### src/rtl/led_sequencer_if.sv
// rtl/led_sequencer_if.sv - run/stop/mode requests and LED pattern outputs of the LED sequencer
interface led_sequencer_if #(
  parameter int NLED = 8
);
  logic            start;
  logic            stop;
  logic [1:0]      mode;
  logic [NLED-1:0] LEDG;
  logic            tick;
  logic            busy;

  modport master (
    output start, stop, mode,
    input  LEDG, tick, busy
  );

  modport slave (
    input  start, stop, mode,
    output LEDG, tick, busy
  );
endinterface

### src/rtl/led_sequencer.sv
// rtl/led_sequencer.sv - IDLE/RUN/HOLD LED pattern sequencer stepping every DIV clocks
// Optional: define LED_SEQ_BOUNCE_EN for ping-pong chase instead of rotate-left.
module led_sequencer #(
  parameter int DIV  = 50000000,
  parameter int NLED = 8
) (
  input  logic             CLOCK_50,
  input  logic             KEY,
  led_sequencer_if.slave   bus
);

  localparam int PW = (DIV > 1) ? $clog2(DIV) : 1;
  localparam logic [PW-1:0] PRESC_MAX = PW'(DIV - 1);

  typedef enum logic [1:0] {
    S_IDLE = 2'd0,
    S_RUN  = 2'd1,
    S_HOLD = 2'd2
  } state_t;

  state_t          state_q, state_d;
  logic [PW-1:0]   presc_q, presc_d;
  logic [NLED-1:0] pat_q, pat_d;
  logic            tick_q, tick_d;
  logic [NLED-1:0] load_pat;
  logic [NLED-1:0] step_pat;
  logic            wrap;

`ifdef LED_SEQ_BOUNCE_EN
  logic            dir_up_q, dir_up_d;
  logic            step_dir_up;
`endif

  assign wrap = (presc_q == PRESC_MAX);

  always_comb begin
    load_pat = '0;
    case (bus.mode)
      2'b00:   load_pat = '0;
      2'b01:   load_pat = '1;
      2'b10:   load_pat = NLED'(1);
      default: load_pat = '1;
    endcase
  end

  // Pattern for the next wrap edge, chosen from the mode sampled at that edge.
  always_comb begin
    step_pat = '0;
`ifdef LED_SEQ_BOUNCE_EN
    step_dir_up = dir_up_q;
`endif
    case (bus.mode)
      2'b00: step_pat = '0;
      2'b01: step_pat = ~pat_q;
      2'b10: begin
        if (pat_q == '0) begin
          step_pat = NLED'(1);
        end else begin
`ifdef LED_SEQ_BOUNCE_EN
          if (dir_up_q) begin
            if (pat_q[NLED-1]) begin
              step_pat    = pat_q >> 1;
              step_dir_up = 1'b0;
            end else begin
              step_pat = pat_q << 1;
            end
          end else begin
            if (pat_q[0]) begin
              step_pat    = pat_q << 1;
              step_dir_up = 1'b1;
            end else begin
              step_pat = pat_q >> 1;
            end
          end
`else
          step_pat = {pat_q[NLED-2:0], pat_q[NLED-1]};
`endif
        end
      end
      default: step_pat = '1;
    endcase
  end

  // Stop has priority over start in every state.
  always_comb begin
    state_d = state_q;
    presc_d = presc_q;
    pat_d   = pat_q;
    tick_d  = 1'b0;
`ifdef LED_SEQ_BOUNCE_EN
    dir_up_d = dir_up_q;
`endif
    case (state_q)
      S_IDLE: begin
        presc_d = '0;
        if (bus.start && !bus.stop) begin
          state_d = S_RUN;
          pat_d   = load_pat;
`ifdef LED_SEQ_BOUNCE_EN
          dir_up_d = 1'b1;
`endif
        end
      end
      S_RUN: begin
        if (bus.stop) begin
          state_d = S_HOLD;
        end else if (wrap) begin
          presc_d = '0;
          tick_d  = 1'b1;
          pat_d   = step_pat;
`ifdef LED_SEQ_BOUNCE_EN
          dir_up_d = step_dir_up;
`endif
        end else begin
          presc_d = presc_q + PW'(1);
        end
      end
      S_HOLD: begin
        if (bus.stop) begin
          state_d = S_IDLE;
          pat_d   = '0;
          presc_d = '0;
        end else if (bus.start) begin
          state_d = S_RUN;
        end
      end
      default: begin
        state_d = S_IDLE;
        presc_d = '0;
        pat_d   = '0;
      end
    endcase
  end

  always_ff @(posedge CLOCK_50 or posedge KEY) begin
    if (KEY) begin
      state_q <= S_IDLE;
      presc_q <= '0;
      pat_q   <= '0;
      tick_q  <= 1'b0;
    end else begin
      state_q <= state_d;
      presc_q <= presc_d;
      pat_q   <= pat_d;
      tick_q  <= tick_d;
    end
  end

`ifdef LED_SEQ_BOUNCE_EN
  always_ff @(posedge CLOCK_50 or posedge KEY) begin
    if (KEY) begin
      dir_up_q <= 1'b1;
    end else begin
      dir_up_q <= dir_up_d;
    end
  end
`endif

  assign bus.LEDG = pat_q;
  assign bus.tick = tick_q;
  assign bus.busy = (state_q != S_IDLE);

endmodule

### src/flat_wrapper.sv
// flat-port wrapper written by rule: the top's interface ports become plain ports
module led_sequencer_flat 
#(
  parameter int DIV  = 50000000,
  parameter int NLED = 8
)
  (CLOCK_50, KEY, bus_start, bus_stop, bus_mode, bus_LEDG, bus_tick, bus_busy);
  led_sequencer_if #(.NLED(NLED)) bus_i ();
  input  logic CLOCK_50;
  input  logic KEY;
  input wire logic [$bits(bus_i.start)-1:0] bus_start;
  input wire logic [$bits(bus_i.stop)-1:0] bus_stop;
  input wire logic [$bits(bus_i.mode)-1:0] bus_mode;
  output wire logic [$bits(bus_i.LEDG)-1:0] bus_LEDG;
  output wire logic [$bits(bus_i.tick)-1:0] bus_tick;
  output wire logic [$bits(bus_i.busy)-1:0] bus_busy;
  assign bus_i.start = bus_start;
  assign bus_i.stop = bus_stop;
  assign bus_i.mode = bus_mode;
  assign bus_LEDG = bus_i.LEDG;
  assign bus_tick = bus_i.tick;
  assign bus_busy = bus_i.busy;
  led_sequencer #(.DIV(DIV), .NLED(NLED)) u_core (.CLOCK_50(CLOCK_50), .KEY(KEY), .bus(bus_i));
endmodule
### config.mk
export PLATFORM = sky130hd
export DESIGN_NAME = led_sequencer_flat
export DESIGN_NICKNAME = d
export VERILOG_FILES = /design/src/rtl/led_sequencer_if.sv /design/src/rtl/led_sequencer.sv /design/src/flat_wrapper.sv
export SDC_FILE = /design/constraint.sdc
export NUM_CORES = 1
export LEC_CHECK = 0
export ABC_AREA = 0
export BUFFER_PORTS_ARGS = -buffer_cell sky130_fd_sc_hd__buf_4
export CAP_MARGIN = 10
export CORE_ASPECT_RATIO = 0.8
export CORE_UTILIZATION = 25
export DETAILED_ROUTE_END_ITERATION = 10
export PLACE_DENSITY = 0.37
export SETUP_SLACK_MARGIN = 0.2
export SLEW_MARGIN = 20
export SYNTH_ARGS = -nofsm -noshare
export SYNTH_HDL_FRONTEND = slang
export SYNTH_SLANG_ARGS = --single-unit
### constraint.sdc
create_clock -name CLOCK_50 -period 3.7 [get_ports CLOCK_50]
set_input_delay 0.74 -clock CLOCK_50 [delete_from_list [all_inputs] [get_ports CLOCK_50]]
set_output_delay 0.74 -clock CLOCK_50 [all_outputs]
set_load 0.005 [all_outputs]
# == Yosys cells after proc, flatten, opt, wreduce, memory -nomap -nowiden ==
# Index checks and enable logic that the tools add are counted.
# word_totals
input_bits,6
reg_bits,37
out_inout_bits,10
# op_classes
n_mux,20
addsub,1
eq_ne,11
n_reduce_logical,9
bitwise,1
# op_table
operator,n
$mux 26,3
$pmux 26 s2,1
$pmux 8 s3,2
$mux 8,5
$add 26x1->26 const B,1
$eq 26x26->1 const B,1
$pmux 8 s2,1
$logic_not 8->1,1
$mux 2,4
$not 8->8,1
$ne 2x2->1 const B,3
$pmux 2 s3,1
$eq 2x1->1 const B,2
$eq 2x2->1 const B,2
$logic_not 2->1,2
$ne 2x1->1 const B,2
$reduce_and 4->1,1
$mux 1,3
$ne 3x3->1 const B,1
$reduce_and 3->1,1
$reduce_and 2->1,1
$reduce_bool 2->1,1
$logic_and 1x1->1,1
$logic_not 1->1,1

# == Longest topological paths before layout ==
# logic_depth
word_depth,6
mapped_depth,8

# == Worst setup path before layout ==
# OpenSTA, ideal clock, no wires.
# synth_timing
path_kind,input-to-reg
startpoint,input bus_stop
endpoint,register u_core.presc_q[12]
slack_ps,1623
t_arrival_ps,1999
required_ps,3622
cell_stages,6
path_buffers,2
path_cell_list,buf_6 -> and3b_4 -> or2_1 -> buf_6 -> or4_1 -> o2bb2ai_1
# synth_between
elab_chain_len,2
# synth_rtl
item,line_no,rtl
"start, declared",flat_wrapper.sv:12,input wire logic [$bits(bus_i.stop)-1:0] bus_stop;
$ne 2x2->1 (no source line),n/a,
$reduce_and 2->1 (no source line) *,n/a,
"end signal, assigned",led_sequencer.sv:143,presc_q <= presc_d;
"end, declared",led_sequencer.sv:22,"logic [PW-1:0] presc_q, presc_d;"
# Mark *: on every way between the ends. The rest lies on a longest branch, timed or not.
# A chain may end at the register's enable or synchronous reset.

# == Worst setup path after layout ==
# layout_timing
startpoint,register u_core.presc_q[0]
endpoint,register u_core.presc_q[19]
# layout_between
elab_chain_len,4
# layout_rtl
item,line_no,rtl
$add 26x1->26 or $eq 26x26->1 (tied branches),"led_sequencer.sv:115, led_sequencer.sv:34",
$mux 26 *,led_sequencer.sv:107,end else if (wrap) begin
$mux 26 *,led_sequencer.sv:105,if (bus.stop) begin
$pmux 26 s2 *,led_sequencer.sv:93,case (state_q)
# Mark *: on every way between the ends. The rest lies on a longest branch, timed or not. The select of a mux whose other input is x is not followed.

==> impl_metrics.tcl <==
set metrics [dict create \
    ys_types 39 \
    cp-end-kind "flop" \
    r2r-start "u_core.presc_q[0]" \
    irDropWorstVdd_uv 130 \
    clock-root-buffer "clkbuf_8" \
    coreArea_sq_um 7950 \
    cap_viol_max_count 0 \
    syn_inst 225 \
    clkTransAtPathRegs_ns 0.07 \
    finalSetupViolCount 0 \
    hold_viol 0 \
    grt_pass1_vias 1631 \
    power_density_nw_per_um2 408 \
    endpoint "u_core.presc_q[19]" \
    cts_hold_buf 0 \
    hp-class "flop to flop" \
    numPortBuffers 15 \
    dp_hpwl_um 3480 \
    synthesis.nets 232 \
    slowest_delay_ns 0.66 \
    wl_um 5010 \
    comb_power_share_pct 17.6 \
    die_area_sq_um 8590 \
    fin_tns_setup_ns 0 \
    maxSlewViolCount 0 \
    power.net_switching_mw 0.279 \
    cp-start-kind "flop" \
    r2r_slack_ns 1.22 \
    max_slew.worst_pin.slew_ns 0.873 \
    drcViolationCount 0 \
    cp_slowest_cell "and2_1" \
    post-cts-setup-buffers 0 \
    skew_ns 0.00424 \
    cts_made_buffers 5 \
    clk_path_buf_depth 2 \
    grt_antenna_before_repair 0 \
    utilization_pct 29.4 \
    grt_util_all_layers_pct 13.3 \
    power_frac_seq_pct 51.1 \
    dp_cells 339 \
    internal_power_mw 0.673 \
    rsz0062_at_grt "false" \
    seq_area_frac_synth_pct 45.0 \
    drive_above_1_share_pct 14.7 \
    leakagePower_nw 0.980 \
    netlist_area_sq_um 2060 \
    antenna_cells 0 \
    viasPerCell 4.87 \
    num_vias 1686 \
    required_ns 3.85 \
    yosysWarnings 0 \
    nets 245 \
    num_rows 29 \
    swShare_pct 29.3 \
    clk_latency_ns 0.29 \
    start_util_pct 25.9 \
    arrival_ns 2.63 \
    path_class "flop to flop" \
    gp_congestion 0.713 \
    wl_per_cell_um 14.5 \
    synth_seq_cells 37 \
    startpoint "u_core.presc_q[0]" \
    outcome "complete, no violations" \
    rr_endpoint "u_core.presc_q[19]" \
    finalCriticalPeriod_ns 2.48 \
    dr.first_iter.drc_count 81 \
    die_w_um 103 \
    cts.htree.levels 2 \
    ios 16 \
    die_h_um 83.1 \
    grt_first_pass_wirelength_um 8730 \
    numClockSinks 37 \
    path_cells "ha_1, and4_1, nand4_1, o21ai_2, and2_1, nor2_1" \
    syn_avg_cell_area_sq_um 9.14 \
    ant_nets 0 \
    drtPass1Iterations 4 \
    area_growth_pct 13.6 \
    grt_remaining_overflow 0 \
    clockPowerShare_pct 31.4 \
    cts-resized-gates 0 \
    grt_max_degree 23 \
    layout.cells.non_filler 346 \
    clock.fmax_ghz 0.403 \
    r2r_cells 6 \
    cts_tree "yes" \
    worstPathMaxFanout 18 \
    max_slew_margin_pct 41.7 \
    fin_crit_sh_pct 67.1 \
]
[cell type report]
type	count	area [sq um]
clock buffers	7	86.3
well taps	108	135
fillers	852	5610
repair buffers	18	135
flip-flops and latches	37	926
multi-input cells	171	1030
inverters	5	18.8
[how the worst min path moves through the flow]
stage	end	slack, ns	from	cells past startpoint
6_report	u_core.presc_q[22]	0.54	u_core.presc_q[22]	2
5_1_grt	u_core.presc_q[22]	0.57	u_core.presc_q[22]	2
4_1_cts	u_core.presc_q[22]	0.54	u_core.presc_q[22]	2
3_5_place_dp	u_core.presc_q[22]	0.52	u_core.presc_q[22]	2
3_3_place_gp	u_core.presc_q[22]	0.53	u_core.presc_q[22]	2
2_1_floorplan	u_core.presc_q[4]	0.48	u_core.presc_q[4]	1
[worst max-delay path: cells and delay by family, from the launching register on]
| kind | cells | cell delay, ns |
|---|---|---|
| flops | 1 | 0.42 |
| fa+ha+maj | 1 | 0.25 |
| simple gates | 4 | 1.28 |
| compound gates | 1 | 0.37 |
[per-stage QoR]
stage / hold slack [ns] / power, mW / setup WS, ns / instance area [sq um]
floorplan: 0.484 / 0.590 / 1.62 / 2060
global placement: 0.533 / 0.667 / 1.33 / 2250
detailed placement: 0.522 / 0.666 / 1.25 / 2250
CTS: 0.543 / 0.975 / 1.21 / 2340
global route: 0.569 / 1.02 / 0.983 / 2340
finish: 0.537 / 0.952 / 1.22 / 2340
[sequential cells by signal (all words and copies together), names as in the netlist]
name             cells
u_core.bus.LEDG      8
u_core.bus.tick      1
u_core.presc_q      26
u_core.state_q       2
[per-layer routing]
metal  part of all wire [%]  global-route usage, %  vias to the layer above
li1                       -                      -                      830
met3                    3.5                   2.78                        8
met4                    1.3                   4.23                        0
met5                      0                      0                        -
met2                     41                   18.1                       24
met1                     54                   20.7                      824
[power by group through the flow]
stage	clock [mW]	combinational [mW]	sequential [mW]
5_1_grt	0.329	0.192	0.496
3_5_place_dp	0	0.171	0.495
4_1_cts	0.317	0.171	0.487
2_1_floorplan	0	0.111	0.479
6_report	0.299	0.167	0.486
3_3_place_gp	0	0.172	0.495
[kinds of logic after synthesis]
| kind of cell | after synthesis | synth area share [%] |
|---|---|---|
| multiplexers | 9 | 4.81 |
| XOR/XNOR | 18 | 7.67 |
| flip-flops | 37 | 45.0 |
| buffers and inverters | 17 | 4.93 |
| AND/OR/NAND/NOR | 108 | 26.7 |
| adder cells (fa/ha/maj) | 1 | 0.609 |
| AO/OA/AOI/OAI | 35 | 10.2 |
[synth_stat cells]
| cell type | number | area, sq um |
|---|---|---|
| xor2_1 | 16 | 140 |
| clkbuf_2 | 1 | 5.00 |
| a31oi_1 | 3 | 18.8 |
| o2bb2ai_1 | 1 | 8.76 |
| a21oi_1 | 16 | 80.1 |
| nor3_1 | 8 | 40.0 |
| or4_1 | 2 | 15.0 |
| dfrtp_1 | 37 | 926 |
| nor4_1 | 7 | 43.8 |
| nor4bb_1 | 2 | 20.0 |
| o21ai_0 | 5 | 25.0 |
| or2_1 | 1 | 6.26 |
| buf_1 | 1 | 3.75 |
| a21o_1 | 1 | 7.51 |
| nor2_1 | 26 | 97.6 |
| o31ai_1 | 2 | 15.0 |
| nor3b_1 | 1 | 7.51 |
| clkbuf_1 | 3 | 11.3 |
| and2_1 | 2 | 12.5 |
| o21ai_2 | 2 | 17.5 |
| mux2_2 | 7 | 78.8 |
| and3b_4 | 1 | 12.5 |
| buf_6 | 4 | 45.0 |
| and4_1 | 3 | 26.3 |
| buf_2 | 2 | 10.0 |
| a211oi_1 | 1 | 7.51 |
| nand4_1 | 13 | 81.3 |
| mux2i_1 | 2 | 20.0 |
| buf_4 | 1 | 7.51 |
| nand2_1 | 27 | 101 |
| o221ai_1 | 1 | 8.76 |
| nand3_1 | 9 | 45.0 |
| xnor2_1 | 2 | 17.5 |
| ha_1 | 1 | 12.5 |
| nor4b_1 | 1 | 8.76 |
| o41ai_1 | 1 | 8.76 |
| o22ai_1 | 2 | 12.5 |
| inv_1 | 5 | 18.8 |
| and3_1 | 5 | 31.3 |
[cells in the final DEF, fill, tap and decap left out, types with 2 or more instances in the layout]
| cell | Yosys | routed |
|---|---|---|
| a21oi_1 | 16 | 16 |
| a31oi_1 | 3 | 3 |
| and2_1 | 2 | 2 |
| and3_1 | 5 | 5 |
| and4_1 | 3 | 3 |
| buf_4 | 1 | 18 |
| clkbuf_8 | 0 | 6 |
| dfrtp_1 | 37 | 37 |
| inv_1 | 5 | 5 |
| mux2_2 | 7 | 7 |
| mux2i_1 | 2 | 2 |
| nand2_1 | 27 | 27 |
| nand3_1 | 9 | 9 |
| nand4_1 | 13 | 13 |
| nor2_1 | 26 | 26 |
| nor3_1 | 8 | 8 |
| nor4_1 | 7 | 6 |
| nor4bb_1 | 2 | 2 |
| o21ai_0 | 5 | 5 |
| o21ai_2 | 2 | 2 |
| o22ai_1 | 2 | 2 |
| o31ai_1 | 2 | 2 |
| or4_1 | 2 | 2 |
| xnor2_1 | 2 | 2 |
| xor2_1 | 16 | 16 |
No activity file was read; power rests on OpenSTA's default activity.
